[config.mk]
export PLATFORM = sky130hd
export DESIGN_NAME = patch_arbiter
export DESIGN_NICKNAME = d
export VERILOG_FILES = /design/src/rtl/patch_arbiter.sv
export SDC_FILE = /design/constraint.sdc
export NUM_CORES = 1
export LEC_CHECK = 0
export BUFFER_PORTS_ARGS = -buffer_cell sky130_fd_sc_hd__buf_2
export CAP_MARGIN = 5
export CORE_MARGIN = 1
export CORE_UTILIZATION = 42
export DETAILED_ROUTE_END_ITERATION = 8
export GPL_TIMING_DRIVEN = 0
export PLACE_DENSITY = 0.86
export SLEW_MARGIN = 5
export SYNTH_ARGS = -nofsm -noshare
export SYNTH_HDL_FRONTEND = slang
export SYNTH_SLANG_ARGS = --single-unit
[constraint.sdc]
create_clock -name CLK -period 3.9 [get_ports CLK]
set_input_delay 0.585 -clock CLK [delete_from_list [all_inputs] [get_ports CLK]]
set_output_delay 0.585 -clock CLK [all_outputs]
set_load 0.02 [all_outputs]
[src/rtl/patch_arbiter.sv]
// Round-robin arbiter that feeds the sorter from N_SRC patch FIFOs, dropping patches outside the sync window.
// Optional per-source grant counters are built when PATCH_ARBITER_GRANT_STATS_EN is defined.
module patch_arbiter #(
  parameter int DELAY       = 3,
  parameter int N_SRC       = 2,
  parameter int N_PATCH     = 600000,
  parameter int SYNC_WINDOW = 8192,
  parameter int FP_SIZE     = 20,
  parameter int PN_W        = $clog2(N_PATCH)
) (
  input  logic                     CLK,
  input  logic                     RESET,
  input  logic                     start,
  input  logic                     stop,
  output logic                     busy,
  input  logic [PN_W-1:0]          win_base,
  input  logic [N_SRC-1:0]         src_val,
  input  logic [N_SRC*PN_W-1:0]    src_num,
  input  logic [N_SRC*FP_SIZE-1:0] src_wtsum,
  output logic [N_SRC-1:0]         src_ack,
  output logic                     patch_val,
  output logic [PN_W-1:0]          patch_num,
  output logic [FP_SIZE-1:0]       patch_wtsum,
  input  logic                     patch_ack,
  output logic                     drop_pulse,
  output logic [15:0]              drop_cnt,
  output logic [N_SRC*32-1:0]      grant_cnt,
  output logic [1:0]               dbg_state
);

  // Handshake: src_ack[i] is a combinational read strobe; the FIFO pops the word it shows on src_num/src_wtsum
  // in that cycle. patch_ack consumes the held patch only while patch_val is high.

  localparam int SW = (N_SRC > 1) ? $clog2(N_SRC) : 1;

  typedef enum logic [1:0] {
    S_IDLE  = 2'd0,
    S_RUN   = 2'd1,
    S_DRAIN = 2'd2
  } state_t;

  state_t              state, state_nxt;
  logic [SW-1:0]       rr_ptr;
  logic [SW-1:0]       g_idx;
  logic                cand_hit;
  logic                slot_free;
  logic                grant;
  logic                accept;
  logic [PN_W-1:0]     sel_num;
  logic [FP_SIZE-1:0]  sel_wtsum;
  logic [PN_W:0]       n_ext, base_ext, lim_ext;
  logic                unused_delay;

  // DELAY only shaped register timing in behavioural models; it has no effect here.
  assign unused_delay = (DELAY != 0);

  assign slot_free = !patch_val || patch_ack;
  assign busy      = (state != S_IDLE);
  assign dbg_state = state;

  // First requesting source strictly after rr_ptr, wrapping.
  always_comb begin
    int idx;
    cand_hit = 1'b0;
    g_idx    = rr_ptr;
    idx      = 0;
    for (int k = 1; k <= N_SRC; k++) begin
      idx = int'(rr_ptr) + k;
      if (idx >= N_SRC) idx = idx - N_SRC;
      if (!cand_hit && src_val[idx]) begin
        cand_hit = 1'b1;
        g_idx    = SW'(idx);
      end
    end
  end

  assign grant     = (state == S_RUN) && slot_free && cand_hit;
  assign src_ack   = grant ? (N_SRC'(1) << g_idx) : '0;
  assign sel_num   = src_num[g_idx*PN_W +: PN_W];
  assign sel_wtsum = src_wtsum[g_idx*FP_SIZE +: FP_SIZE];

  // One extra bit so win_base+SYNC_WINDOW never wraps.
  assign n_ext    = {1'b0, sel_num};
  assign base_ext = {1'b0, win_base};
  assign lim_ext  = base_ext + (PN_W+1)'(SYNC_WINDOW);
  assign accept   = (n_ext >= base_ext) && (n_ext < lim_ext) && (n_ext < (PN_W+1)'(N_PATCH));

  always_comb begin
    state_nxt = state;
    case (state)
      S_IDLE:  if (start && !stop) state_nxt = S_RUN;
      S_RUN:   if (stop) state_nxt = S_DRAIN;
      S_DRAIN: if (!patch_val || patch_ack) state_nxt = S_IDLE;
      default: state_nxt = S_IDLE;
    endcase
  end

  always_ff @(posedge CLK or negedge RESET) begin
    if (!RESET) begin
      state       <= S_IDLE;
      rr_ptr      <= SW'(N_SRC-1);
      patch_val   <= 1'b0;
      patch_num   <= '0;
      patch_wtsum <= '0;
      drop_pulse  <= 1'b0;
      drop_cnt    <= 16'd0;
    end else begin
      state <= state_nxt;
      if (grant) rr_ptr <= g_idx;
      if (grant && accept) begin
        patch_val   <= 1'b1;
        patch_num   <= sel_num;
        patch_wtsum <= sel_wtsum;
      end else if (patch_ack) begin
        patch_val <= 1'b0;
      end
      drop_pulse <= grant && !accept;
      if (grant && !accept && (drop_cnt != 16'hFFFF)) drop_cnt <= drop_cnt + 16'd1;
    end
  end

`ifdef PATCH_ARBITER_GRANT_STATS_EN
  logic [31:0] gcnt_q [N_SRC];

  always_ff @(posedge CLK or negedge RESET) begin
    if (!RESET) begin
      for (int i = 0; i < N_SRC; i++) gcnt_q[i] <= 32'd0;
    end else begin
      for (int i = 0; i < N_SRC; i++) if (src_ack[i]) gcnt_q[i] <= gcnt_q[i] + 32'd1;
    end
  end

  for (genvar gi = 0; gi < N_SRC; gi++) begin : g_gcnt
    assign grant_cnt[gi*32 +: 32] = gcnt_q[gi];
  end
`else
  assign grant_cnt = '0;
`endif

endmodule

==> results of run 1 <==
logic make-up after synthesis:
group | synth area share [%]
and+or+nand+nor | 18.1
AOI/OAI and AO/OA | 6.98
other | 0.0836
buffers and inverters | 15.1
adders and majority gates | 8.09
DFF | 34.1
muxes | 14.3
xor gates and xnor gates | 3.32
registers in the layout, indices dropped and copies added, names as in the netlist:
register and count:
patch_num 20, patch_wtsum 20, drop_cnt 16, dbg_state 2
drop_pulse 1, patch_val 1, rr_ptr 1
layout by cell type, fill, tap and decap left out, types with 2 or more instances in the layout:
cell        instances
a211o_1             2
a21o_1              5
a21oi_1            11
and2_1              3
and3_1              6
buf_2             170
buf_4              75
buf_6               5
clkbuf_1            4
clkbuf_8           10
clkinvlp_4          3
conb_1             64
dfrtp_1            60
ha_1               29
inv_1              28
mux2_1             38
mux2_2             17
nand2_1            94
nand3_1            10
nand4_1            11
nor2_1             15
nor2b_1             2
nor3_1             13
nor3b_1             2
nor4_1              2
nor4b_1             3
o211ai_1            3
o21a_1              2
o21ai_0             4
o31a_1              2
o31ai_1             2
or3_1               2
xnor2_1             5
xor2_1             12
per-layer routing:
| metal | vias to the layer above | wire (µm) | global-route usage, % |
|---|---|---|---|
| li1 | 2044 | - | - |
| met1 | 1906 | 4590 | 23.5 |
| met3 | 19 | 814 | 4.89 |
| met4 | 0 | 193 | 6.74 |
| met5 | - | 0 | 0 |
| met2 | 165 | 5760 | 36.5 |
what timing repair did:
| action | 4_1_cts | 5_1_grt |
|---|---|---|
| hold buffers | 0 | 0 |
| buffers inserted | 1 | 7 |
| endpoints found under the hold margin | 0 | 0 |
| resized for setup | 7 | 4 |
| endpoints found under the setup margin | 58 | 52 |
| pin swaps | 1 | 1 |
area by class of cell:
cell class              count  area (µm²)
fillers                   948        4310
multi-input cells         384        2540
flip-flops and latches     61        1530
repair buffers            177         908
plain buffers              79         588
well taps                 136         170
clock buffers              10         138
inverters                  28         105
clock inverters             5        36.3
worst max-delay path by stage:
stage          slack [ns]                         to          startpoint  cells past startpoint
5_1_grt             -0.02  patch_num[12]$_DFFE_PN0P_  rr_ptr$_DFFE_PN1P_                     14
4_1_cts              0.01  patch_num[15]$_DFFE_PN0P_  rr_ptr$_DFFE_PN1P_                     14
2_1_floorplan        0.02  patch_num[11]$_DFFE_PN0P_          src_val[1]                     16
3_5_place_dp        -1.05  patch_num[15]$_DFFE_PN0P_          src_val[1]                     17
3_3_place_gp        -1.05  patch_num[15]$_DFFE_PN0P_          src_val[1]                     17
6_report             0.15  patch_num[15]$_DFFE_PN0P_  rr_ptr$_DFFE_PN1P_                     14
power groups by stage:
stage	logic (W)	registers, W	clock network [W]
6_report	0.00155	0.00101	0.000500
5_1_grt	0.00169	0.00104	0.000554
4_1_cts	0.00152	0.00101	0.000525
3_5_place_dp	0.00150	0.00102	0
3_3_place_gp	0.00147	0.00101	0
2_1_floorplan	0.000702	0.00130	0
stage by stage:
stage	util [%]	power, W	setup WS [ns]	area [µm²]	setup TNS [ns]
4_1_cts	57.6	0.00305	0.0126	5940	0
3_5_place_dp	55.6	0.00252	-1.05	5740	-52.60
5_1_grt	58.2	0.00328	-0.0243	6010	-0.348
2_1_floorplan	-	0.00201	0.0205	4720	0
3_3_place_gp	55.6	0.00248	-1.05	5740	-52.91
6_report	58.2	0.00306	0.148	6010	0
==> flow_metrics.py, run 1 <==
metrics = {
    "outcome": {
        "status": "finished clean",
    },
    "critical_path": {
        "reg2reg_from": "rr_ptr$_DFFE_PN1P_",
        "crit_buf_inv": 3,
        "r2r_slack_ns": 0.15,
        "critPathMaxFanout": 10,
        "crit_chain": "nor2_1, nor2_4, buf_4, mux2_2, ha_1, a21o_1, o211a_1, o311a_1, a211oi_2, nor4_4, and2b_1, buf_4, buf_6, mux2_1",
        "worst_path_max_delay_cell": "dfstp_2",
        "critPathMaxStageDelay_ns": 0.56,
        "cp-end-kind": "register",
        "crit_path_start_kind": "register",
        "worstPathArrival_ns": 3.97,
        "cpLargestDelayFamily": "compound AO/OA/AOI/OAI gates",
        "crit_required_ns": 4.11,
        "reg2reg_depth": 14,
        "r2r_end": "patch_num[15]$_DFFE_PN0P_",
        "worst-setup-path-type": "register to register",
        "path_common_cell": "buf_4",
    },
    "clocking": {
        "clockRootBuffer": "clkbuf_8",
        "cts_tree": "done",
        "numCtsBuffers": 9,
        "cts.sinks": 61,
        "clk_path_buf_depth": 2,
        "htreeDepth": 3,
        "clock_latency_ns": 0.33,
        "clk_pin_slew_ns": 0.07,
    },
    "timing": {
        "whs_ns": 0.327,
        "tightest_slew_ns": 0.766,
        "setup_viol": 0,
        "fmax_mhz": 267,
        "final_max_slew_viol_count": 0,
        "final.period_utilization_pct": 96.2,
        "relSlewSlack_pct": 48.9,
        "post-route-min-period_ns": 3.75,
        "finalHoldViolations": 0,
        "skew_ns": 0.00860,
    },
    "floorplan": {
        "die_w_um": 105,
        "num_io_pins": 234,
        "row_count": 37,
        "die_y_um": 105,
        "die_area_um2": 11100,
        "initial_utilization_pct": 43.4,
        "coreArea_um2": 10300,
    },
    "logic_synthesis": {
        "synth.avg_cell_area_um2": 9.17,
        "synth_area_leader_cell": "dfrtp_1",
        "synth_top_area_share_pct": 33.5,
        "synth_ff_type": "dfrtp_1",
        "synth_common_cells": "94 x nand2_1, 65 x buf_4, 60 x dfrtp_1, 38 x mux2_1, 29 x ha_1",
        "synth_edf_count": 0,
        "ys_ff_latch": 61,
        "seq_area_frac_synth_pct": 34.1,
        "synth-async-reset-ratio_pct": 100,
        "synth_area_leaders": "dfrtp_1 33%, buf_4 11%, mux2_1 9.5%",
        "synth_cells": 489,
        "syn_area_um2": 4480,
        "synth_cell_type_count": 56,
        "yosysWarnings": 0,
        "yosysMostFrequentCell": "nand2_1",
    },
    "routing": {
        "firstDrtPassIters": 4,
        "drc": 0,
        "via_per_inst": 4.70,
        "ant_nets": 0,
        "routed_wl_mm": 11.4,
        "wl_per_cell_um": 12.9,
        "drt_iter0_drc": 128,
        "vias": 4134,
    },
    "global_routing": {
        "grt_max_degree": 62,
        "overflow": 0,
        "grt_antenna_before_repair": 1,
        "grt_pass1_vias": 3829,
        "grt_pass1_wl_mm": 17.8,
        "gr-usage-all-layers_pct": 20.3,
    },
    "hold_path": {
        "hold_class": "primary input to asynchronous set/reset pin",
    },
    "power": {
        "swShare_pct": 42.9,
        "power_frac_comb_pct": 50.7,
        "p_leak_nw": 3.48,
        "switchingPower_w": 0.00131,
        "ir_worst_vdd_uv": 264,
        "internal_power_w": 0.00175,
        "pwr-share-clk_pct": 16.3,
        "seq_power_share_pct": 32.9,
        "power_density_nw_per_um2": 509,
    },
    "final_layout": {
        "instances_no_fill": 880,
        "layout-area-overhead-vs-synth_pct": 34.1,
        "nets": 876,
        "final_layout_size_suffix_gt1_share_pct": 39.1,
        "insertedDiodeCount": 0,
    },
    "place": {
        "placed_cells": 857,
        "place_congestion": 0.872,
        "io_buffers": 169,
        "place_hpwl_mm": 9.24,
    },
    "flow_run": {
        "maxCapViolations": 0,
    },
}
Note: power is estimated with default switching activity, not from simulation.
==> run 2, diff against run 1 <==
PLACE_DENSITY = 0.76   (was 0.86)
==> run 2 against run 1 <==
Power increased by 1.6%. Combinational power about the same. Register-to-register slack about the same. Global-route usage increased by 0.88 points. Largest cell class unchanged. Sequential share of layout area increased by 0.090 points. Die area unchanged. Via count decreased by 0.27%. Clock skew increased by 0.00084 ns. Critical path depth decreased by 1. Routed wire length increased by 2.3%. Largest power group unchanged. Core utilization decreased by 0.21 points. Cell count decreased by 0.57%.
==> flow_metrics.py, run 2 (synthesized netlist as in run 1, its figures left out) <==
metrics = {
    "power": {
        "power_density_nw_per_um2": 519,
        "total_power_w": 0.00311,
        "ir_worst_vdd_uv": 312,
        "p_leak_nw": 3.47,
    },
    "global_routing": {
        "gr-usage-all-layers_pct": 21.2,
        "grt_pass1_wl_mm": 18.5,
        "grt_antenna_before_repair": 0,
        "overflow": 0,
        "grt_max_degree": 62,
        "grt_pass1_vias": 3922,
    },
    "floorplan": {
        "num_io_pins": 234,
        "die_area_um2": 11100,
        "initial_utilization_pct": 43.4,
        "die_y_um": 105,
        "row_count": 37,
        "coreArea_um2": 10300,
        "die_w_um": 105,
    },
    "hold_path": {
        "hold_class": "primary input to asynchronous set/reset pin",
    },
    "critical_path": {
        "crit_path_start_kind": "register",
        "critPathMaxFanout": 10,
        "worst-setup-path-type": "register to register",
        "path_common_cell": "mux2_2",
        "crit_buf_inv": 2,
        "crit_required_ns": 4.14,
        "crit_chain": "and2_1, nor2_4, clkbuf_8, mux2_2, ha_1, a21o_1, o211a_1, o311a_1, a211oi_2, nor4_4, buf_4, nor3b_1, mux2_2",
        "worst_path_max_delay_cell": "dfstp_2",
        "critPathMaxStageDelay_ns": 0.57,
        "worstPathArrival_ns": 3.98,
        "cpLargestDelayFamily": "compound AO/OA/AOI/OAI gates",
        "cp-end-kind": "register",
    },
    "outcome": {
        "status": "finished clean",
    },
    "clocking": {
        "clk_path_buf_depth": 2,
        "clockRootBuffer": "clkbuf_8",
        "numCtsBuffers": 9,
        "cts.sinks": 61,
        "htreeDepth": 3,
        "hold_buffers": 0,
        "clock_latency_ns": 0.35,
        "cts_tree": "done",
        "clk_pin_slew_ns": 0.08,
    },
    "routing": {
        "drt_iter0_drc": 191,
        "drc": 0,
        "routed_wl_mm": 11.6,
        "firstDrtPassIters": 4,
        "via_per_inst": 4.71,
        "ant_nets": 0,
        "vias": 4123,
        "wl_per_cell_um": 13.3,
    },
    "timing": {
        "postLayoutSetupSlackWorst_ns": 0.162,
        "post-route-min-period_ns": 3.74,
        "relSlewSlack_pct": 48.1,
        "final.period_utilization_pct": 95.8,
        "finalHoldViolations": 0,
        "fmax_mhz": 268,
        "final_max_slew_viol_count": 0,
        "skew_ns": 0.00943,
        "setup_viol": 0,
        "timing.setup.tns_ns": 0,
        "rsz0062_at_grt": "no",
        "tightest_slew_ns": 0.779,
    },
    "place": {
        "dp_slack_ns": -1.18,
        "place_hpwl_mm": 9.41,
        "place_congestion": 0.863,
        "io_buffers": 169,
        "place_area_um2": 5740,
    },
    "final_layout": {
        "nets": 870,
        "final_common_cell": "buf_2",
        "largest_registers": "patch_num x20, patch_wtsum x20, drop_cnt x16",
        "fin_area_um2": 5990,
        "final_cell_mix": "170 x buf_2, 94 x nand2_1, 69 x buf_4",
        "layout-area-overhead-vs-synth_pct": 33.6,
        "insertedDiodeCount": 0,
        "final_layout_size_suffix_gt1_share_pct": 38.6,
        "n_fill_cell": 931,
    },
    "flow_run": {
        "maxCapViolations": 0,
    },
}
## run 2: changes by cell type in the layout (fill, tap and decap cells not counted)
cell / previous run / this run
buf_4: 75 / 69
bufinv_16: 0 / 1
clkbuf_4: 1 / 0
clkinv_2: 1 / 2
clkinvlp_4: 3 / 2
inv_6: 1 / 2
nor3b_1: 2 / 3
nor3b_2: 1 / 0
## run 2: final cells by class
type                            instances  area, µm²  area share (%)
Buffer                                 79        594            9.92
Clock buffer                            9        124            2.07
Clock inverter                          7       72.6            1.21
Inverter                               28        105            1.75
Multi-Input combinational cell        384       2530            42.3
Sequential cell                        61       1530            25.5
Tap cell                              136        170            2.84
Timing Repair Buffer                  171        863            14.4
## run 2: worst reg2reg max path: stages (launching register included)
cell and delay (ns):
dfstp_2 0.57, and2_1 0.22, nor2_4 0.06, clkbuf_8 0.18, mux2_2 0.31, ha_1 0.31, a21o_1 0.20, o211a_1 0.21
o311a_1 0.35, a211oi_2 0.29, nor4_4 0.08, buf_4 0.17, nor3b_1 0.30, mux2_2 0.37
## run 2: path summary, 6_finish.rpt
path	to	depth (start not counted)	slack, ns	startpoint
worst min register to register	patch_num[2]$_DFFE_PN0P_	1	0.48	patch_num[2]$_DFFE_PN0P_
worst min-delay path	patch_wtsum[12]$_DFFE_PN0P_	1	0.30	RESET
max in group asynchronous	patch_num[12]$_DFFE_PN0P_	1	3.08	RESET
worst max-delay path	drop_cnt[1]$_DFFE_PN0P_	13	0.16	rr_ptr$_DFFE_PN1P_
worst max register to register	drop_cnt[1]$_DFFE_PN0P_	13	0.16	rr_ptr$_DFFE_PN1P_
min in group CLK	dbg_state[0]$_DFFE_PN0P_	2	0.41	stop
## run 2: report_power, final
group / total [W] / switching (W) / internal (W)
clock: 0.000579 / 0.000282 / 0.000297
sequential: 0.00101 / 0.000140 / 0.000872
combinational: 0.00152 / 0.000911 / 0.000609
## run 2: what timing repair did
action	CTS	global route
gates cloned	0	0
buffers inserted	2	0
endpoints found under the setup margin	58	42
gates resized for setup	8	3
pin swaps	2	0
## run 2: routing by layer
| metal | wire (µm) | track usage (%) |
|---|---|---|
| met5 | 0 | 0 |
| met4 | 270 | 8.35 |
| met3 | 867 | 5.26 |
| met2 | 5740 | 36.5 |
| met1 | 4740 | 25.2 |
## run 2: through the flow
stage	instances	hold WS, ns	utilization, %
2_1_floorplan	552	0.289	-
3_3_place_gp	857	0.465	55.6
3_5_place_dp	857	0.469	55.6
4_1_cts	875	0.322	57.9
5_1_grt	875	0.358	58.0
6_report	875	0.305	58.0
